==> config.mk <==
export PLATFORM = sky130hd
export DESIGN_NAME = sisc_mem_arb
export DESIGN_NICKNAME = d
export VERILOG_FILES = /design/src/rtl/sisc_mem_arb.sv
export SDC_FILE = /design/constraint.sdc
export NUM_CORES = 1
export LEC_CHECK = 0
export ABC_AREA = 0
export CAP_MARGIN = 20
export CORE_ASPECT_RATIO = 0.75
export CORE_MARGIN = 4
export CORE_UTILIZATION = 44
export DETAILED_ROUTE_END_ITERATION = 7
export HOLD_SLACK_MARGIN = 0.05
export PLACE_DENSITY = 0.92
export SETUP_SLACK_MARGIN = 0.3
export SLEW_MARGIN = 40
export SYNTH_ARGS = -nofsm -noshare
export SYNTH_HDL_FRONTEND = slang
export SYNTH_SLANG_ARGS = --single-unit
==> constraint.sdc <==
create_clock -name clk -period 4.95 [get_ports clk]
set_clock_uncertainty 0.15 [all_clocks]
set_input_delay 1.485 -clock clk [delete_from_list [all_inputs] [get_ports clk]]
set_output_delay 1.485 -clock clk [all_outputs]
set_load 0.05 [all_outputs]
==> src/rtl/sisc_mem_arb.sv <==
// sisc_mem_arb: arbitrates the single-port SISC main memory between instruction fetch (IF)
// and data access (DM). It runs one transaction at a time through IDLE -> ACCESS -> DONE.
// The memory is driven for MEM_LAT cycles. Read data is captured into the winner's
// registered output, and the winner gets a single-cycle ack in DONE.
// The optional build macro SISC_MEM_ARB_RR_EN turns on round-robin tie-breaking.
// Without it, a tie always goes to DM (fixed priority).

module sisc_mem_arb #(
  parameter int AW      = 16,
  parameter int DW      = 32,
  parameter int MEM_LAT = 1
) (
  input  logic          clk,
  input  logic          rst_f,
  input  logic          if_req,
  input  logic [AW-1:0] if_addr,
  output logic          if_ack,
  output logic [DW-1:0] if_rdata,
  input  logic          dm_req,
  input  logic          dm_we,
  input  logic [AW-1:0] dm_addr,
  input  logic [DW-1:0] dm_wdata,
  output logic          dm_ack,
  output logic [DW-1:0] dm_rdata,
  output logic          mem_en,
  output logic          mem_we,
  output logic [AW-1:0] mem_addr,
  output logic [DW-1:0] mem_wdata,
  input  logic [DW-1:0] mem_rdata,
  output logic          busy
);

  typedef enum logic [1:0] {
    ST_IDLE   = 2'd0,
    ST_ACCESS = 2'd1,
    ST_DONE   = 2'd2
  } state_e;

  typedef enum logic {
    GNT_IF = 1'b0,
    GNT_DM = 1'b1
  } gnt_e;

  // The counter holds MEM_LAT-1 down to 0, so it needs at least one bit even when MEM_LAT is 1.
  localparam int            CW       = (MEM_LAT > 1) ? $clog2(MEM_LAT) : 1;
  localparam logic [CW-1:0] CNT_INIT = CW'(MEM_LAT - 1);

  state_e          state_q,     state_d;
  gnt_e            gnt_q,       gnt_d;
  gnt_e            last_gnt_q,  last_gnt_d;
  logic [CW-1:0]   cnt_q,       cnt_d;
  logic [DW-1:0]   if_rdata_q,  if_rdata_d;
  logic [DW-1:0]   dm_rdata_q,  dm_rdata_d;
  logic            if_ack_q,    if_ack_d;
  logic            dm_ack_q,    dm_ack_d;
  logic            mem_en_q,    mem_en_d;
  logic            mem_we_q,    mem_we_d;
  logic [AW-1:0]   mem_addr_q,  mem_addr_d;
  logic [DW-1:0]   mem_wdata_q, mem_wdata_d;
  logic            busy_q,      busy_d;
  logic            dm_win;

  // Tie-break between the requesters. The result is only consulted in IDLE.
  always_comb begin
`ifdef SISC_MEM_ARB_RR_EN
    // On a tie, the grant goes to whichever requester was not served last.
    dm_win = dm_req & (~if_req | (last_gnt_q == GNT_IF));
`else
    dm_win = dm_req;
`endif
  end

  // Next-state and next-output logic. Every memory output is registered from here.
  // The latched mem_addr/mem_wdata/mem_we registers carry the granted transaction,
  // so input changes after the grant are ignored.
  always_comb begin
    // NOTE: every _d gets a default first, so no branch can leave one unassigned and infer a latch.
    state_d     = state_q;
    gnt_d       = gnt_q;
    last_gnt_d  = last_gnt_q;
    cnt_d       = cnt_q;
    if_rdata_d  = if_rdata_q;
    dm_rdata_d  = dm_rdata_q;
    if_ack_d    = 1'b0;
    dm_ack_d    = 1'b0;
    mem_en_d    = mem_en_q;
    mem_we_d    = mem_we_q;
    mem_addr_d  = mem_addr_q;
    mem_wdata_d = mem_wdata_q;

    unique case (state_q)
      ST_IDLE: begin
        mem_en_d    = 1'b0;
        mem_we_d    = 1'b0;
        mem_addr_d  = '0;
        mem_wdata_d = '0;
        if (if_req || dm_req) begin
          gnt_d       = dm_win ? GNT_DM : GNT_IF;
          last_gnt_d  = dm_win ? GNT_DM : GNT_IF;
          cnt_d       = CNT_INIT;
          mem_en_d    = 1'b1;
          mem_we_d    = dm_win & dm_we;
          mem_addr_d  = dm_win ? dm_addr : if_addr;
          mem_wdata_d = dm_win ? dm_wdata : '0;
          state_d     = ST_ACCESS;
        end
      end

      ST_ACCESS: begin
        if (cnt_q == '0) begin
          // Read data is valid in the last access cycle.
          if (!mem_we_q) begin
            if (gnt_q == GNT_DM) dm_rdata_d = mem_rdata;
            else                 if_rdata_d = mem_rdata;
          end
          if_ack_d    = (gnt_q == GNT_IF);
          dm_ack_d    = (gnt_q == GNT_DM);
          mem_en_d    = 1'b0;
          mem_we_d    = 1'b0;
          mem_addr_d  = '0;
          mem_wdata_d = '0;
          state_d     = ST_DONE;
        end else begin
          cnt_d = cnt_q - CW'(1);
        end
      end

      ST_DONE: begin
        state_d = ST_IDLE;
      end

      default: begin
        // Encoding 2'd3 is illegal, so recover straight to IDLE with the memory idle.
        mem_en_d    = 1'b0;
        mem_we_d    = 1'b0;
        mem_addr_d  = '0;
        mem_wdata_d = '0;
        state_d     = ST_IDLE;
      end
    endcase

    busy_d = (state_d != ST_IDLE);
  end

  // State and registered outputs. Reset aborts any transaction in flight without an ack.
  always_ff @(posedge clk or negedge rst_f) begin
    if (!rst_f) begin
      state_q     <= ST_IDLE;
      gnt_q       <= GNT_IF;
      last_gnt_q  <= GNT_IF;
      cnt_q       <= '0;
      if_rdata_q  <= '0;
      dm_rdata_q  <= '0;
      if_ack_q    <= 1'b0;
      dm_ack_q    <= 1'b0;
      mem_en_q    <= 1'b0;
      mem_we_q    <= 1'b0;
      mem_addr_q  <= '0;
      mem_wdata_q <= '0;
      busy_q      <= 1'b0;
    end else begin
      // NOTE: non-blocking assignments, so every flop samples the pre-edge value of its inputs.
      state_q     <= state_d;
      gnt_q       <= gnt_d;
      last_gnt_q  <= last_gnt_d;
      cnt_q       <= cnt_d;
      if_rdata_q  <= if_rdata_d;
      dm_rdata_q  <= dm_rdata_d;
      if_ack_q    <= if_ack_d;
      dm_ack_q    <= dm_ack_d;
      mem_en_q    <= mem_en_d;
      mem_we_q    <= mem_we_d;
      mem_addr_q  <= mem_addr_d;
      mem_wdata_q <= mem_wdata_d;
      busy_q      <= busy_d;
    end
  end

  assign if_ack    = if_ack_q;
  assign if_rdata  = if_rdata_q;
  assign dm_ack    = dm_ack_q;
  assign dm_rdata  = dm_rdata_q;
  assign mem_en    = mem_en_q;
  assign mem_we    = mem_we_q;
  assign mem_addr  = mem_addr_q;
  assign mem_wdata = mem_wdata_q;
  assign busy      = busy_q;

endmodule

# Word level (Yosys, flattened, before mapping)
# Cells that the tools add are included.
# op_classes
n_addsub,1
eq_ne,4
mux,24
bitwise_logic,5
n_reduce_logical,9
# ops
operator,count
$mux W32,3
$pmux W32 S3,1
$mux W16,3
$pmux W16 S3,1
$mux W1,10
$reduce_and A4 Y1,2
$pmux W1 S3,2
$reduce_and A2 Y1,3
$mux W2,2
$ne A2 B2 Y1 const B,2
$not A1 Y1,4
$pmux W2 S2,1
$reduce_bool A2 Y1,2
$eq A2 B1 Y1 const B,1
$eq A2 B2 Y1 const B,1
$logic_not A2 Y1,1
$pmux W1 S2,1
$and A1 B1 Y1,1
$logic_or A1 B1 Y1,1
$sub A1 B1 Y1 const B,1
# word_totals
ff_bits,121
input_bits,101
out_inout_bits,117
word_cells,55

# Longest topological paths before layout
# Gate-level depths: netlist (run 1).
# depth
ltp_word,4
mapped_depth,5
depth_no_buf,2

# Worst setup path before layout (run 1)
# OpenSTA, ideal clock, no wires.
# synth_timing
kind,in2reg
from,in dm_req
to,"reg mem_wdata_q[22], in the netlist mem_wdata[22]"
setup_time_ns,0.067
t_arrival_ns,2.313
required_time_ns,4.733
setup_slack_ns,2.420
cell_stages,4
path_buffers,2
cell_sequence,buf_4 nor3b_2 buf_2 a22o_1
# synth_via
elab_chain_cells,3
# synth_lines
item,line_no,source
"start, declared",19,"input logic dm_req,"
$mux W32 / $logic_or A1 B1 Y1 (equally long branches),"104, 97",
$mux W32 (*),97,if (if_req || dm_req) begin
$pmux W32 S3 (*),91,unique case (state_q)
"end signal, assigned",174,mem_wdata_q <= mem_wdata_d;
"end, declared",59,"logic [DW-1:0] mem_wdata_q, mem_wdata_d;"
# Mark *: on every way between the ends. The rest lies on a longest branch, timed or not.
# A chain may end at the register's enable or synchronous reset.

# Final worst setup path (run 1)
# layout_timing
from,"reg mem_we_q, in the netlist mem_we"
to,out mem_we
# layout_rtl
item,line_no,source
"start, declared",57,"logic mem_we_q, mem_we_d;"
"start signal, assigned",172,mem_we_q <= mem_we_d;
"end, declared",26,"output logic mem_we,"
# No word-level cell between the ends.

==> flow_metrics.tcl, run 1 <==
set metrics [dict create \
    reg2reg_to "dm_rdata[27]$_DFFE_PN0P_" \
    place.port_buffers 217 \
    hpwl_mm 8.76 \
    crit_required_ns 3.31 \
    pre_cts_ws_ns 1.69 \
    cts-buffers-inserted 17 \
    reg2reg_from "state_q[1]$_DFF_PN0_" \
    slew_headroom_pct 49.6 \
    min_period_over_period_pct 68.1 \
    antenna_found_initial 0 \
    ant_nets 0 \
    hold_depth 1 \
    clockBufferDepth 2 \
    outcome "completed" \
    cts_setup_buffers 0 \
    gp_congestion 0.747 \
    path_clk_slew_ns 0.05 \
    min_to "if_rdata[27]$_DFFE_PN0P_" \
    wirelength_mm 12.0 \
    finalWorstSetupSlack_ns 1.58 \
    syn_inst 302 \
    drive_gt1_share_pct 19.2 \
    final-hold-violation-count 0 \
    ys_warn_count 0 \
    grt_pass1_wl_mm 19.2 \
    cts_resized 0 \
    tightestPinTransition_ns 0.755 \
    power.density_mw_per_mm2 810 \
    synth.distinct_cells 24 \
    drv_cap 0 \
    drt_iter0_drc 115 \
    clock_latency_ns 0.39 \
    worst-path-max-fanout 4 \
    design_area_mm2 0.00750 \
    postPlaceCellArea_mm2 0.00692 \
    critPathKind "flop to output pin" \
    grt_max_degree 55 \
    slowest_delay_ns 0.86 \
    fin_crit_ns 3.37 \
    viasPerCell 5.07 \
    vias 3408 \
    synth-seq-cells 120 \
    worstHoldPathType "flop to flop" \
    path_buf_inv 1 \
    grtUsageTotal_pct 19.8 \
    crit_arrival_ns 1.73 \
    fmax_mhz 297 \
    die_y_um 97.1 \
    syn_to_final_growth_pct 61.2 \
    netlist.area_leader.share_pct 64.5 \
    drc 0 \
    finalSetupViolCount 0 \
    end_kind "output pin" \
    wire_per_inst_um 17.9 \
    synth_area_leaders "dfrtp_1 64%, mux2_2 14%, a22o_1 6.2%, mux2i_1 3.4%, o32ai_1 3.0%" \
    grt_pass1_vias 3683 \
    total_power_mw 6.08 \
    ff2ff_path_depth 3 \
    grt_setup_unrepaired "no" \
    cts-root-buf "clkbuf_16" \
    die-area_mm2 0.0123 \
    fp-row-count 32 \
    seq_area_frac_synth_pct 64.5 \
    yosysTopAreaCell "dfrtp_1" \
    min_from "if_rdata[27]$_DFFE_PN0P_" \
    cp_slowest_cell "clkdlybuf4s50_1" \
    tns_ns 0 \
    firstDrtPassIters 4 \
    ir_drop_v 0.000359 \
    core_area_mm2 0.0103 \
    syn_nets 403 \
    cts_tree "done" \
    leakage_nw 3.21 \
    final_nets 624 \
    path_cells "clkdlybuf4s50_1" \
    avgSynthCellArea_um2 15.4 \
    hold_ws_ns 0.335 \
    start_util_pct 45.2 \
    critPathTopFamily "buffers and inverters" \
    htree_levels 4 \
    grt_overflow 0 \
    slew_violations 0 \
    synthesis.area_mm2 0.00466 \
    start_kind "flop" \
    clkSinkCount 120 \
    die_w_um 127 \
    hold_buffers 0 \
    boundaryPins 218 \
    diodes 0 \
    r2r_slack_ns 2.99 \
]
how the worst max path moves through the flow:
| stage | from | to | slack (ns) | depth (start not counted) |
|---|---|---|---|---|
| floorplan | dm_req | mem_wdata[22]$_DFFE_PN0P_ | 2.42 | 4 |
| global placement | dm_req | mem_wdata[16]$_DFFE_PN0P_ | 1.76 | 5 |
| detailed placement | dm_req | mem_wdata[13]$_DFFE_PN0P_ | 1.69 | 5 |
| CTS | mem_we$_DFFE_PN0P_ | mem_we | 1.56 | 1 |
| global route | mem_we$_DFFE_PN0P_ | mem_we | 1.52 | 1 |
| finish | mem_we$_DFFE_PN0P_ | mem_we | 1.58 | 1 |
flip-flops by register name, summed over array words and instances, names as in the netlist:
register	flops
if_rdata	32
busy	1
if_ack	1
state_q	2
mem_we	1
gnt_q	1
mem_en	1
dm_rdata	32
dm_ack	1
mem_wdata	32
mem_addr	16
cells by family after synthesis:
logic type	share of synthesized area [%]
flip-flops	64.5
multiplexers	18.9
AO/OA/AOI/OAI	9.73
buffers and inverters	4.65
AND/OR/NAND/NOR	2.20
stage by stage:
stage	util [%]	instances
2_1_floorplan	-	302
3_3_place_gp	67.2	640
3_5_place_dp	67.2	640
4_1_cts	72.9	672
5_1_grt	72.9	672
6_report	72.9	672
area by class of cell:
cell class / instances / area [µm²]
clock buffers: 19 / 433
well taps: 136 / 170
repair buffers: 224 / 2220
clock inverters: 13 / 155
inverters: 16 / 60.1
fillers: 670 / 2790
flip-flops and latches: 120 / 3000
multi-input cells: 144 / 1460
cell usage after synthesis, drive strengths merged:
cell       n
nor3b      1
o21bai     1
a21o       1
buf       20
o32ai     16
dfrtp    120
nor4bb     1
nor4b      1
inv       16
nor2b      3
o2bb2ai    1
mux2i     16
and2       1
a22o      33
nor2       2
nand2b     1
or3b       1
mux2      64
or2        1
clkbuf     2
where the power goes:
part | internal, mW | switching [mW] | leakage, nW
Combinational | 1.17 | 2.03 | 1.43
Clock | 0.787 | 0.412 | 0.282
Sequential | 1.41 | 0.266 | 1.50
cells in the final DEF (no fill, tap or decap), drive strengths merged, types with 2 or more instances in the layout:
| master | Yosys | final |
|---|---|---|
| clkdlybuf4s50 | 0 | 216 |
| dfrtp | 120 | 120 |
| mux2 | 64 | 64 |
| a22o | 33 | 33 |
| clkbuf | 2 | 19 |
| mux2i | 16 | 16 |
| inv | 16 | 16 |
| o32ai | 16 | 16 |
| buf | 20 | 8 |
| clkinv | 0 | 7 |
| clkinvlp | 0 | 3 |
| bufinv | 0 | 3 |
| nor2b | 3 | 3 |
| nor2 | 2 | 2 |
routing by layer:
layer	track usage, %	share of wire, %	up-vias
li1	-	-	1541
met1	25.3	43	1696
met2	32.7	49	161
met3	5.93	6.9	10
met4	5.94	1.2	0
met5	0	0	-
No activity file was read; power rests on OpenSTA's default activity.
==> run 2, diff against run 1 <==
CORE_UTILIZATION = 41   (was 44)
PLACE_DENSITY = 0.87   (was 0.92)
clock period = 3.3 ns   (was 4.95 ns; I/O delays follow)
==> run 2 against run 1 <==
Effect of this change: sequential power rose by 50%; worst setup slack got worse by 1.2 ns; clock-buffer cell count down 1; non-clock buffer count did not move; power rose by 55%; worst hold slack improved by 0.0010 ns; combinational power increased by 50%; global-route usage shrank 0.14 points; critical path depth is the same; critical path type unchanged; critical endpoint unchanged.
==> flow_metrics.tcl, run 2 (synthesized netlist as in run 1, its figures left out) <==
set metrics [dict create \
    cts-buffers-inserted 17 \
    syn_to_final_growth_pct 63.6 \
    fmax_mhz 345 \
    crit_arrival_ns 1.76 \
    worstHoldPathType "flop to flop" \
    finalWorstSetupSlack_ns 0.400 \
    path_buf_inv 1 \
    postPlaceCellArea_mm2 0.00693 \
    final-hold-violation-count 0 \
    min_period_over_period_pct 87.9 \
    boundaryPins 218 \
    hold_buffers 0 \
    start_util_pct 42.2 \
    crit_required_ns 2.16 \
    path_clk_slew_ns 0.05 \
    mostFrequentLayoutCells "216 x clkdlybuf4s50_1, 120 x dfrtp_1, 59 x mux2_2" \
    critPathKind "flop to output pin" \
    ir_drop_v 0.000523 \
    tns_ns 0 \
    start_kind "flop" \
    die_w_um 131 \
    cp_slowest_cell "clkdlybuf4s50_1" \
    fin_crit_ns 2.90 \
    drive_gt1_share_pct 19.6 \
    grt_max_degree 121 \
    power.density_mw_per_mm2 1240 \
    grt_setup_unrepaired "no" \
    grt_overflow 0 \
    outcome "completed" \
    leakage_nw 3.25 \
    place.port_buffers 217 \
    wire_per_inst_um 18.4 \
    grtUsageTotal_pct 19.6 \
    drt_iter0_drc 156 \
    tightestPinTransition_ns 0.643 \
    drv_cap 0 \
    design_area_mm2 0.00762 \
    cts_setup_buffers 0 \
    slowest_delay_ns 0.86 \
    path_cells "clkdlybuf4s50_1" \
    clkSinkCount 120 \
    ant_nets 0 \
    die-area_mm2 0.0131 \
    wirelength_mm 12.4 \
    grt_pass1_wl_mm 19.8 \
    diodes 0 \
    drc 0 \
    cts_tree "done" \
    worst-path-max-fanout 4 \
    cts_resized 0 \
    hpwl_mm 8.78 \
    slew_headroom_pct 57.1 \
    grt_pass1_vias 3785 \
    layout_commonest_cell "clkdlybuf4s50_1" \
    clock_latency_ns 0.41 \
    viasPerCell 5.03 \
    core_area_mm2 0.0110 \
    finalSetupViolCount 0 \
    die_y_um 100 \
    vias 3401 \
    htree_levels 4 \
    clockBufferDepth 2 \
    pre_cts_ws_ns 0.755 \
    cts-root-buf "clkbuf_16" \
    final_nets 624 \
    slew_violations 0 \
    firstDrtPassIters 4 \
    gp_congestion 0.781 \
    critPathTopFamily "buffers and inverters" \
    end_kind "output pin" \
    fp-row-count 33 \
    antenna_found_initial 0 \
]
==> run 2: cell types whose count changed in the layout (fill, tap and decap cells not counted) <==
| cell | change |
|---|---|
| buf_4 | -1 |
| clkbuf_1 | -2 |
| clkinvlp_4 | +1 |
| clkinv_2 | -5 |
| clkbuf_8 | +1 |
| buf_12 | +1 |
| bufinv_16 | +3 |
| inv_6 | +2 |
==> run 2: layout make-up <==
| cell class | instances | area, µm² |
|---|---|---|
| clock inverters | 14 | 245 |
| flip-flops and latches | 120 | 3000 |
| well taps | 140 | 175 |
| multi-input cells | 144 | 1460 |
| clock buffers | 18 | 439 |
| fillers | 719 | 3410 |
| inverters | 16 | 60.1 |
| repair buffers | 224 | 2230 |
==> run 2: stage by stage <==
step	instances	hold WS, ns	power (mW)	util [%]
floorplan	302	0.350	5.69	-
global placement	644	0.318	7.27	62.9
detailed placement	644	0.332	7.37	62.9
CTS	676	0.345	9.54	69.1
global route	676	0.360	9.86	69.1
finish	676	0.336	9.45	69.1
==> run 2: worst paths after layout <==
kind	start	cells past startpoint	end	slack, ns
max	mem_we$_DFFE_PN0P_	1	mem_we	0.40
max reg2reg	state_q[1]$_DFF_PN0_	3	if_rdata[10]$_DFFE_PN0P_	1.31
min reg2reg	dm_rdata[22]$_DFFE_PN0P_	1	dm_rdata[22]$_DFFE_PN0P_	0.34
max in group asynchronous	rst_f	2	dm_rdata[22]$_DFFE_PN0P_	1.99
min in group asynchronous	rst_f	2	mem_addr[3]$_DFFE_PN0P_	0.50
min	dm_rdata[22]$_DFFE_PN0P_	1	dm_rdata[22]$_DFFE_PN0P_	0.34
==> run 2: where the power goes <==
part / total (mW) / leakage [nW] / switching (mW) / internal [mW]
logic: 4.80 / 1.43 / 3.04 / 1.76
registers: 2.52 / 1.50 / 0.405 / 2.11
clock network: 2.13 / 0.319 / 0.687 / 1.44
==> run 2: routing by layer <==
metal,share of wire (%),GRT usage [%]
met1,42,25.1
met2,48,30.9
met3,7.9,6.65
met4,1.9,7.67
met5,0,0
